**config.mk**
```make
export PLATFORM = sky130hd
export DESIGN_NAME = trig_level_ctrl
export DESIGN_NICKNAME = d
export VERILOG_FILES = /design/src/rtl/trig_level_ctrl.sv
export SDC_FILE = /design/constraint.sdc
export NUM_CORES = 1
export LEC_CHECK = 0
export ABC_AREA = 1
export CAP_MARGIN = 5
export CORE_MARGIN = 5
export CORE_UTILIZATION = 50
export DETAILED_ROUTE_END_ITERATION = 8
export PLACE_DENSITY = 0.74
export SLEW_MARGIN = 20
export SYNTH_ARGS = -nofsm -noshare
export SYNTH_HDL_FRONTEND = slang
export SYNTH_SLANG_ARGS = --single-unit
```
**constraint.sdc**
```tcl
create_clock -name CLK -period 3.2 [get_ports CLK]
set_input_delay 0.8 -clock CLK [delete_from_list [all_inputs] [get_ports CLK]]
set_output_delay 0.8 -clock CLK [all_outputs]
set_load 0.01 [all_outputs]
```
**src/rtl/trig_level_ctrl.sv**
```systemverilog
// Front-panel trigger-level controller: sync, debounce, step/repeat/recall.
// Define TRIG_ACCEL_EN to switch to 4*STEP after 8 consecutive repeat steps.
module trig_level_ctrl #(
    parameter int DEBOUNCE_CYCLES = 500000,
    parameter int REPEAT_DELAY    = 25000000,
    parameter int REPEAT_RATE     = 5000000,
    parameter int STEP            = 16,
    parameter int TRIG_INIT       = 2048,
    parameter int TRIG_MIN        = 0,
    parameter int TRIG_MAX        = 4095
) (
    input  logic        CLK,
    input  logic        RSTB,
    input  logic        button_u,
    input  logic        button_d,
    output logic [11:0] TRIG,
    output logic        trig_changed,
    output logic        at_limit
);

    localparam int DB_W  = (DEBOUNCE_CYCLES > 1) ? $clog2(DEBOUNCE_CYCLES) : 1;
    localparam int RPT_M = (REPEAT_DELAY > REPEAT_RATE) ? REPEAT_DELAY : REPEAT_RATE;
    localparam int RPT_W = (RPT_M > 1) ? $clog2(RPT_M) : 1;

    localparam logic [DB_W-1:0]  DB_LAST = DB_W'(DEBOUNCE_CYCLES - 1);
    localparam logic [RPT_W-1:0] RD_LAST = RPT_W'(REPEAT_DELAY - 1);
    localparam logic [RPT_W-1:0] RR_LAST = RPT_W'(REPEAT_RATE - 1);

    localparam logic [12:0] STEP13 = 13'(STEP);
    localparam logic [12:0] MIN13  = 13'(TRIG_MIN);
    localparam logic [12:0] MAX13  = 13'(TRIG_MAX);
    localparam logic [11:0] INIT12 = 12'(TRIG_INIT);
    localparam logic        LIM_RST = (TRIG_INIT == TRIG_MIN) || (TRIG_INIT == TRIG_MAX);

    typedef enum logic [1:0] {
        IDLE,
        DELAY,
        REPEAT,
        RECALL
    } state_e;

    // Index 1 = up, index 0 = down
    logic [1:0]      s1_q, s2_q;
    logic [1:0]      press;
    logic [1:0]      db_q, db_d;
    logic [DB_W-1:0] cnt_q [2];
    logic [DB_W-1:0] cnt_d [2];

    state_e           state_q, state_d;
    logic [RPT_W-1:0] rpt_q, rpt_d;
    logic             dir_q, dir_d;
    logic             do_step, step_up, do_recall;
    logic             act_btn, oth_btn;

    logic [11:0] trig_q, trig_d;
    logic        chg_q, lim_q;
    logic [12:0] step_sz, up_sum, dn_diff;
    logic [11:0] up_val, dn_val;

    always_ff @(posedge CLK or negedge RSTB) begin
        if (!RSTB) begin
            s1_q <= 2'b11;
            s2_q <= 2'b11;
        end else begin
            s1_q <= {button_u, button_d};
            s2_q <= s1_q;
        end
    end

    assign press = ~s2_q;

    always_comb begin
        db_d = db_q;
        for (int i = 0; i < 2; i++) begin
            cnt_d[i] = '0;
            if (press[i] != db_q[i]) begin
                if (cnt_q[i] == DB_LAST) db_d[i] = press[i];
                else cnt_d[i] = cnt_q[i] + DB_W'(1);
            end
        end
    end

    always_ff @(posedge CLK or negedge RSTB) begin
        if (!RSTB) begin
            db_q <= 2'b00;
            for (int i = 0; i < 2; i++) cnt_q[i] <= '0;
        end else begin
            db_q <= db_d;
            for (int i = 0; i < 2; i++) cnt_q[i] <= cnt_d[i];
        end
    end

    assign act_btn = dir_q ? db_q[1] : db_q[0];
    assign oth_btn = dir_q ? db_q[0] : db_q[1];

`ifdef TRIG_ACCEL_EN
    logic [3:0] acc_q, acc_d;
    logic       rpt_step;
`endif

    always_comb begin
        state_d   = state_q;
        rpt_d     = rpt_q;
        dir_d     = dir_q;
        do_step   = 1'b0;
        step_up   = dir_q;
        do_recall = 1'b0;
`ifdef TRIG_ACCEL_EN
        rpt_step  = 1'b0;
`endif
        unique case (state_q)
            IDLE: begin
                rpt_d = '0;
                if (db_q[1] && db_q[0]) begin
                    state_d   = RECALL;
                    do_recall = 1'b1;
                end else if (db_q[1] || db_q[0]) begin
                    state_d = DELAY;
                    dir_d   = db_q[1];
                    step_up = db_q[1];
                    do_step = 1'b1;
                end
            end
            DELAY: begin
                if (oth_btn) begin
                    state_d   = RECALL;
                    do_recall = 1'b1;
                    rpt_d     = '0;
                end else if (!act_btn) begin
                    state_d = IDLE;
                    rpt_d   = '0;
                end else if (rpt_q == RD_LAST) begin
                    state_d = REPEAT;
                    rpt_d   = '0;
                end else begin
                    rpt_d = rpt_q + RPT_W'(1);
                end
            end
            REPEAT: begin
                if (oth_btn) begin
                    state_d   = RECALL;
                    do_recall = 1'b1;
                    rpt_d     = '0;
                end else if (!act_btn) begin
                    state_d = IDLE;
                    rpt_d   = '0;
                end else if (rpt_q == RR_LAST) begin
                    do_step = 1'b1;
                    rpt_d   = '0;
`ifdef TRIG_ACCEL_EN
                    rpt_step = 1'b1;
`endif
                end else begin
                    rpt_d = rpt_q + RPT_W'(1);
                end
            end
            RECALL: begin
                rpt_d = '0;
                if (!db_q[1] && !db_q[0]) state_d = IDLE;
            end
            default: begin
                state_d = IDLE;
                rpt_d   = '0;
            end
        endcase
    end

`ifdef TRIG_ACCEL_EN
    always_comb begin
        acc_d = acc_q;
        if (state_d == IDLE || state_d == RECALL) acc_d = '0;
        else if (rpt_step && acc_q != 4'd8) acc_d = acc_q + 4'd1;
        step_sz = (acc_q == 4'd8) ? 13'(4 * STEP) : STEP13;
    end

    always_ff @(posedge CLK or negedge RSTB) begin
        if (!RSTB) acc_q <= '0;
        else acc_q <= acc_d;
    end
`else
    assign step_sz = STEP13;
`endif

    // 13-bit arithmetic keeps both overflow and underflow visible before clamping
    assign up_sum  = {1'b0, trig_q} + step_sz;
    assign dn_diff = {1'b0, trig_q} - step_sz;
    assign up_val  = (up_sum > MAX13) ? MAX13[11:0] : up_sum[11:0];
    assign dn_val  = ({1'b0, trig_q} < MIN13 + step_sz) ? MIN13[11:0] : dn_diff[11:0];

    always_comb begin
        trig_d = trig_q;
        if (do_recall) trig_d = INIT12;
        else if (do_step) trig_d = step_up ? up_val : dn_val;
    end

    always_ff @(posedge CLK or negedge RSTB) begin
        if (!RSTB) begin
            state_q <= IDLE;
            rpt_q   <= '0;
            dir_q   <= 1'b0;
            trig_q  <= INIT12;
            chg_q   <= 1'b0;
            lim_q   <= LIM_RST;
        end else begin
            state_q <= state_d;
            rpt_q   <= rpt_d;
            dir_q   <= dir_d;
            trig_q  <= trig_d;
            chg_q   <= (trig_d != trig_q);
            lim_q   <= ({1'b0, trig_d} == MIN13) || ({1'b0, trig_d} == MAX13);
        end
    end

    assign TRIG         = trig_q;
    assign trig_changed = chg_q;
    assign at_limit     = lim_q;

endmodule
```
### After elaboration in Yosys (flattened, before gate mapping)

Cells that the tools add are included.

| storage, ports and cells | value |
|---|---|
| flip-flop bits (word level) | 86 |
| bits of input ports | 4 |
| output and inout port bits | 14 |
| logic and storage cells | 87 |

| operators by class | value |
|---|---|
| add/sub/neg operators | 5 |
| magnitude comparators | 2 |
| eq/ne operators | 15 |
| muxes and demuxes | 39 |
| bitwise logic cells | 1 |
| reductions and logical operators | 13 |

Operators with widths:

| operator | number |
|---|---|
| $mux 25 | 6 |
| $mux 19 | 4 |
| $pmux 25 s3 | 1 |
| $mux 12 | 5 |
| $add 19x1->19 const B | 2 |
| $eq 19x19->1 const B | 2 |
| $add 25x1->25 const B | 1 |
| $eq 25x23->1 const B | 1 |
| $eq 25x25->1 const B | 1 |
| $mux 2 | 8 |
| $add 12x5->13 const B | 1 |
| $gt 13x12->1 const B | 1 |
| $eq 12x12->1 const B | 1 |
| $logic_not 12->1 | 1 |
| $lt 12x5->1 const B | 1 |
| $mux 1 | 12 |
| $ne 12x12->1 | 1 |
| $sub 12x5->12 const B | 1 |
| $pmux 2 s4 | 1 |
| $ne 3x3->1 const B | 2 |
| $eq 2x2->1 const B | 2 |
| $ne 4x4->1 const B | 1 |
| $pmux 1 s2 | 2 |
| $reduce_and 2->1 | 2 |
| other kinds (10) | 15 |

### Logic depth before layout (Yosys ltp)

| depth | value |
|---|---|
| word-level depth | 9 |
| gate-level depth with buffers | 18 |
| gate-level depth less buffers | 18 |

### Worst setup path before layout

OpenSTA, ideal clock, no wires.

| timing | value |
|---|---|
| kind | register -> register |
| start | register trig_q[5], in the netlist TRIG[5] |
| end | register chg_q, in the netlist trig_changed |
| library setup time | 125 ps |
| arrival | 1,978 ps |
| data required time | 3,075 ps |
| slack | 1,097 ps |
| cell stages (with the launch flop) | 18 |
| path buffers | 0 |
| clock period less this slack | 2,103 ps |
| cells stage by stage | dfrtp_1 inv_1 ha_1 nand2_1 nor2_1 nand3_1 nor2_2 nand4_4 nand2_4 nand2_2 nand2_1 nand2_2 nand2_1 nand2_1 inv_1 nand2_1 nor2_1 nand3_1 |

| between the ends | value |
|---|---|
| longest elaborated chain between the ends | 7 |
| elaborated cells on any way between the ends | 10 |
| classes of those cells | add/sub: 2; order compare: 2; eq/ne: 1; mux: 5 |

Ends and longest elaborated chain:

| element | RTL line | RTL |
|---|---|---|
| start, declared | 55 | `logic [11:0] trig_q, trig_d;` |
| start signal, assigned | 208 | `trig_q <= trig_d;` |
| $add 12x5->13 | 185 | `assign up_sum = {1'b0, trig_q} + step_sz;` |
| $gt 13x12->1 | 187 | `assign up_val = (up_sum > MAX13) ? MAX13[11:0] : up_sum[11:0];` |
| $mux 12 | 187 |  |
| $mux 12 (2 in a row) | 193 | `else if (do_step) trig_d = step_up ? up_val : dn_val;` |
| $mux 12 | 192 | `if (do_recall) trig_d = INIT12;` |
| $ne 12x12->1 * | 209 | `chg_q <= (trig_d != trig_q);` |
| end signal, assigned | 209 |  |
| end, declared | 56 | `logic chg_q, lim_q;` |

Mark *: on every way between the ends. The rest lies on a longest branch, timed or not.
A chain may end at the register's enable or synchronous reset.

### Worst setup path after layout

| timing | value |
|---|---|
| start | register state_q[0] |
| end | register chg_q, in the netlist trig_changed |

| between the ends | value |
|---|---|
| longest elaborated chain between the ends | 6 |
| elaborated cells on any way between the ends | 11 |
| classes of those cells | eq/ne: 3; mux: 6; reduce/logical: 2 |

Ends and longest elaborated chain:

| element | RTL line | RTL |
|---|---|---|
| start, declared | 49 | `state_e state_q, state_d;` |
| start signal, assigned | 205 | `state_q <= state_d;` |
| $logic_not 2->1 | 111 | `unique case (state_q)` |
| $mux 1 | 111 |  |
| $mux 12 (2 in a row) | 193 |  |
| $mux 12 * | 192 |  |
| $ne 12x12->1 * | 209 |  |

Marks and branches as above.

==> results.cfg <==
[outcome]
outcome = complete, no violations

[setup_path]
worst-endpoint-required_ps = 3440
worstSetupStartpoint = state_q[0]$_DFFE_PN0P_
rr_worst_depth = 17
worst-endpoint-arrival_ps = 2730
worstReg2RegEnd = trig_changed$_DFF_PN0_
cp-end-kind = register
cp_cell_sequence = inv_1 > ha_1 > nand2_1 > o21bai_1 > nand2_2 > inv_2 > nor2_1 > inv_1 > nor2_1 > nor2_1 > nand2_1 > nand2_2 > nand2_1 > nand2_1 > nand2_1 > nor2_1 > nand3_1
critical_path_class = reg2reg
critical-path-max-stage-delay_ps = 430
slowest_stage = sky130_fd_sc_hd__dfrtp_1
cp_num_buf_inv = 3
crit_cells = 17
crit_path_frequent_cell = sky130_fd_sc_hd__nand2_1
worst_r2r_startpoint = state_q[0]$_DFFE_PN0P_
critPathCapture = trig_changed$_DFF_PN0_
worst_path_dominant_cell_family = simple AND/OR/NAND/NOR gates
ff2ff_setup_slack_ps = 700
launching_element_type_of_the_critical_path = register
worstPathMaxFanout = 10

[cells_and_area]
stdcell_count = 872
area.sequential_um2 = 2160
final_layout_size_suffix_gt1_share_pct = 13.7
syn_to_final_growth_pct = 8.81
num-fill-cells = 983
finish.net_count = 750
num_antenna_cells = 0
combined_area_of_the_multi_input_logic_cells_um2 = 2770

[yosys]
synth-seq-cells = 86
synth_async_sr_flop_share_pct = 100
synth_top_area_cell = sky130_fd_sc_hd__dfrtp_1
synth_nets = 726
synth_sequential_area_ratio_pct = 40.1
synth_area_um2 = 5380
yosys-top-cells-area = sky130_fd_sc_hd__dfrtp_1 38%, sky130_fd_sc_hd__nand2_1 10%, sky130_fd_sc_hd__nor2_1 7.7%
synth_enable_flop_cells = 0
synthFlopType = sky130_fd_sc_hd__dfrtp_1
count_of_distinct_cell_types_in_the_synthesized_netlist = 51
post_synth_inst_count = 708
syn-mean-instance-area_um2 = 7.60
yosys.area.top_type_share_pct = 37.7
synth-warning-count = 0

[place]
placed_cells_incl_taps = 857
numPortBuffers = 17
dpl.hpwl_mm = 8.59
place_congestion = 1.02

[timing]
final-setup-viol-count = 0
slew_headroom_pct = 64.2
setup_total_negative_slack_ps = 0
final_clock_period_utilization_by_the_worst_path_pct = 78.0
achievable-frequency_ghz = 0.401
unrepaired_setup_endpoints_after_global_routing = false
timing.final.crit_period_ps = 2500
finalHoldViolations = 0
final.setup_skew_ps = 9.66
timing_max_transition_violations_final = 0
tightestPinTransition_ps = 534

[route]
drtIter0Drc = 306
drc = 0
wl_per_cell_um = 12.9
metal3_wl_um = 495
remaining_number_of_nets_flagged_by_the_antenna_check_after_routing = 0
routed_length_on_met2_mm = 5.33
detailedRoute.firstPassIterationCount = 6
wl_met1_mm = 5.27
detail_route.vias_per_cell = 5.26
topRoutingLayerUsed = met4
postRouteWirelength_mm = 11.3
total_via_count_after_detailed_routing = 4590

[floorplanning]
initial_utilization_pct = 51.7
row_count = 37
num_io_pins = 18
dieWidth_um = 114
placeableCoreArea_um2 = 10400
design.die.area_um2 = 12900
dieHeight_um = 114

[power]
power_density_nw_per_um2 = 307
leakage_nw = 2.64
power.ir.vdd_worst_mv = 0.208

[cts]
cts_tree = built
clkSlewWorstSetupHoldPaths_ps = 80
post-cts-setup-buffers = 0
h_tree_depth = 3
clock_insertion_delay_worst_skew_ps = 360
tritoncts_num_sinks = 86
post_cts_resized = 0
holdBufCountCts = 0
cts_root_buffer = sky130_fd_sc_hd__clkbuf_8
cts_inserted_buffers = 9
cts.path.max_buffers = 2

[global_route]
grt_pass1_vias = 4363
grt_start_max_net_pins = 50
number_of_antenna_violations_at_the_first_check_in_global_routing = 0
global_route.usage.total_pct = 18.4
grt_pass1_wl_mm = 19.6
overflow = 0

[job]
drv.max_cap_violation_count = 0

[min_path]
worstHoldPathType = reg2reg
hold_depth = 0
==> layout by cell type (no fill, tap or decap), types with 3 or more instances in the layout <==
cell type / instances
sky130_fd_sc_hd__nand2_1: 149
sky130_fd_sc_hd__nand2_4: 4
sky130_fd_sc_hd__a21oi_2: 4
sky130_fd_sc_hd__nand2_2: 16
sky130_fd_sc_hd__xnor2_1: 5
sky130_fd_sc_hd__nor2_1: 111
sky130_fd_sc_hd__a211oi_1: 4
sky130_fd_sc_hd__a21oi_1: 23
sky130_fd_sc_hd__o21ai_1: 4
sky130_fd_sc_hd__nor3_2: 6
sky130_fd_sc_hd__dfrtp_1: 81
sky130_fd_sc_hd__a31oi_1: 5
sky130_fd_sc_hd__o21ai_2: 6
sky130_fd_sc_hd__nor3b_1: 9
sky130_fd_sc_hd__nor2_2: 5
sky130_fd_sc_hd__ha_1: 14
sky130_fd_sc_hd__nor4_1: 9
sky130_fd_sc_hd__xor2_1: 18
sky130_fd_sc_hd__clkdlybuf4s50_1: 16
sky130_fd_sc_hd__nand3_2: 7
sky130_fd_sc_hd__nor2_4: 3
sky130_fd_sc_hd__dfstp_2: 5
sky130_fd_sc_hd__nor3_1: 21
sky130_fd_sc_hd__nand3_1: 34
sky130_fd_sc_hd__clkbuf_8: 9
sky130_fd_sc_hd__inv_1: 88
sky130_fd_sc_hd__inv_2: 18
sky130_fd_sc_hd__o21ai_0: 13
sky130_fd_sc_hd__nand4_1: 17
==> worst reg2reg max path, stage by stage, from the launching register on <==
cell and delay, ps:
sky130_fd_sc_hd__dfrtp_1 430, sky130_fd_sc_hd__inv_1 100, sky130_fd_sc_hd__ha_1 280, sky130_fd_sc_hd__nand2_1 130, sky130_fd_sc_hd__o21bai_1 180, sky130_fd_sc_hd__nand2_2 160
sky130_fd_sc_hd__inv_2 170, sky130_fd_sc_hd__nor2_1 80, sky130_fd_sc_hd__inv_1 90, sky130_fd_sc_hd__nor2_1 50, sky130_fd_sc_hd__nor2_1 100, sky130_fd_sc_hd__nand2_1 100
sky130_fd_sc_hd__nand2_2 100, sky130_fd_sc_hd__nand2_1 60, sky130_fd_sc_hd__nand2_1 60, sky130_fd_sc_hd__nand2_1 50, sky130_fd_sc_hd__nor2_1 140, sky130_fd_sc_hd__nand3_1 100
==> sequential cells by signal, indices dropped and copies added (netlist names) <==
register	cells
cnt_q	38
rpt_q	25
TRIG	12
db_q	2
s1_q	2
s2_q	2
state_q	2
at_limit	1
dir_q	1
trig_changed	1
==> routing by layer <==
metal  GRT usage, %  up-vias
met5              0        -
met4           5.45        0
met3           4.08       20
met2           30.2      108
met1           24.3     2144
li1               -     2318
==> cell families after synthesis <==
family | after synthesis | synth area share [%]
AND/OR/NAND/NOR | 405 | 36.5
buffers and inverters | 114 | 8.46
flip-flops | 86 | 40.1
AO/OA/AOI/OAI | 65 | 7.74
XOR/XNOR | 23 | 3.74
adder cells (fa/ha/maj) | 14 | 3.25
multiplexers | 1 | 0.186
==> through the flow <==
step	setup WS [ps]	cell area, µm²	hold WS, ps	utilization (%)	total power [W]
floorplan	1100	5380	345	-	0.00114
global placement	855	5700	355	54.7	0.00117
detailed placement	770	5700	355	54.7	0.00118
CTS	755	5860	382	56.2	0.00184
global route	425	5860	383	56.2	0.00188
finish	703	5860	374	56.2	0.00180
==> final cells by class <==
cell class	instances	share of cell area, %
multi-input cells	508	47.3
flip-flops and latches	86	36.9
clock inverters	4	0.427
clock buffers	11	2.24
well taps	136	2.91
repair buffers	19	3.33
inverters	108	6.96
==> worst min path at each step <==
stage / to / startpoint / slack (ps)
floorplan: s2_q[0]$_DFF_PN1_ / s1_q[0]$_DFF_PN1_ / 350
global placement: s2_q[1]$_DFF_PN1_ / s1_q[1]$_DFF_PN1_ / 360
detailed placement: s2_q[1]$_DFF_PN1_ / s1_q[1]$_DFF_PN1_ / 360
CTS: s2_q[1]$_DFF_PN1_ / s1_q[1]$_DFF_PN1_ / 380
global route: s2_q[0]$_DFF_PN1_ / s1_q[0]$_DFF_PN1_ / 380
finish: s2_q[1]$_DFF_PN1_ / s1_q[1]$_DFF_PN1_ / 370
==> synth_stat cells (3+ instances only) <==
cell,number
sky130_fd_sc_hd__xor2_1,18
sky130_fd_sc_hd__nor4_1,9
sky130_fd_sc_hd__dfstp_2,5
sky130_fd_sc_hd__ha_1,14
sky130_fd_sc_hd__a31oi_1,5
sky130_fd_sc_hd__nor3_2,6
sky130_fd_sc_hd__o21ai_0,13
sky130_fd_sc_hd__nand2_1,149
sky130_fd_sc_hd__nor2_4,3
sky130_fd_sc_hd__nand2_2,16
sky130_fd_sc_hd__nand2_4,4
sky130_fd_sc_hd__nor2_2,5
sky130_fd_sc_hd__nor2_1,111
sky130_fd_sc_hd__nand3_2,7
sky130_fd_sc_hd__nand3_1,34
sky130_fd_sc_hd__nor3b_1,9
sky130_fd_sc_hd__nand4_1,17
sky130_fd_sc_hd__dfrtp_1,81
sky130_fd_sc_hd__a21oi_2,4
sky130_fd_sc_hd__nor3_1,21
sky130_fd_sc_hd__o21ai_1,4
sky130_fd_sc_hd__o21ai_2,6
sky130_fd_sc_hd__inv_1,88
sky130_fd_sc_hd__inv_2,18
sky130_fd_sc_hd__a21oi_1,23
sky130_fd_sc_hd__a211oi_1,4
sky130_fd_sc_hd__xnor2_1,5
==> where the power goes <==
part | switching [W] | leakage (nW) | internal, W
clock | 0.000373 | 0.0752 | 0.000275
sequential | 0.00000606 | 1.17 | 0.00110
combinational | 0.0000353 | 1.39 | 0.0000133
total | 0.000414 | 2.64 | 0.00139
Power figures use the tool's default switching activity.
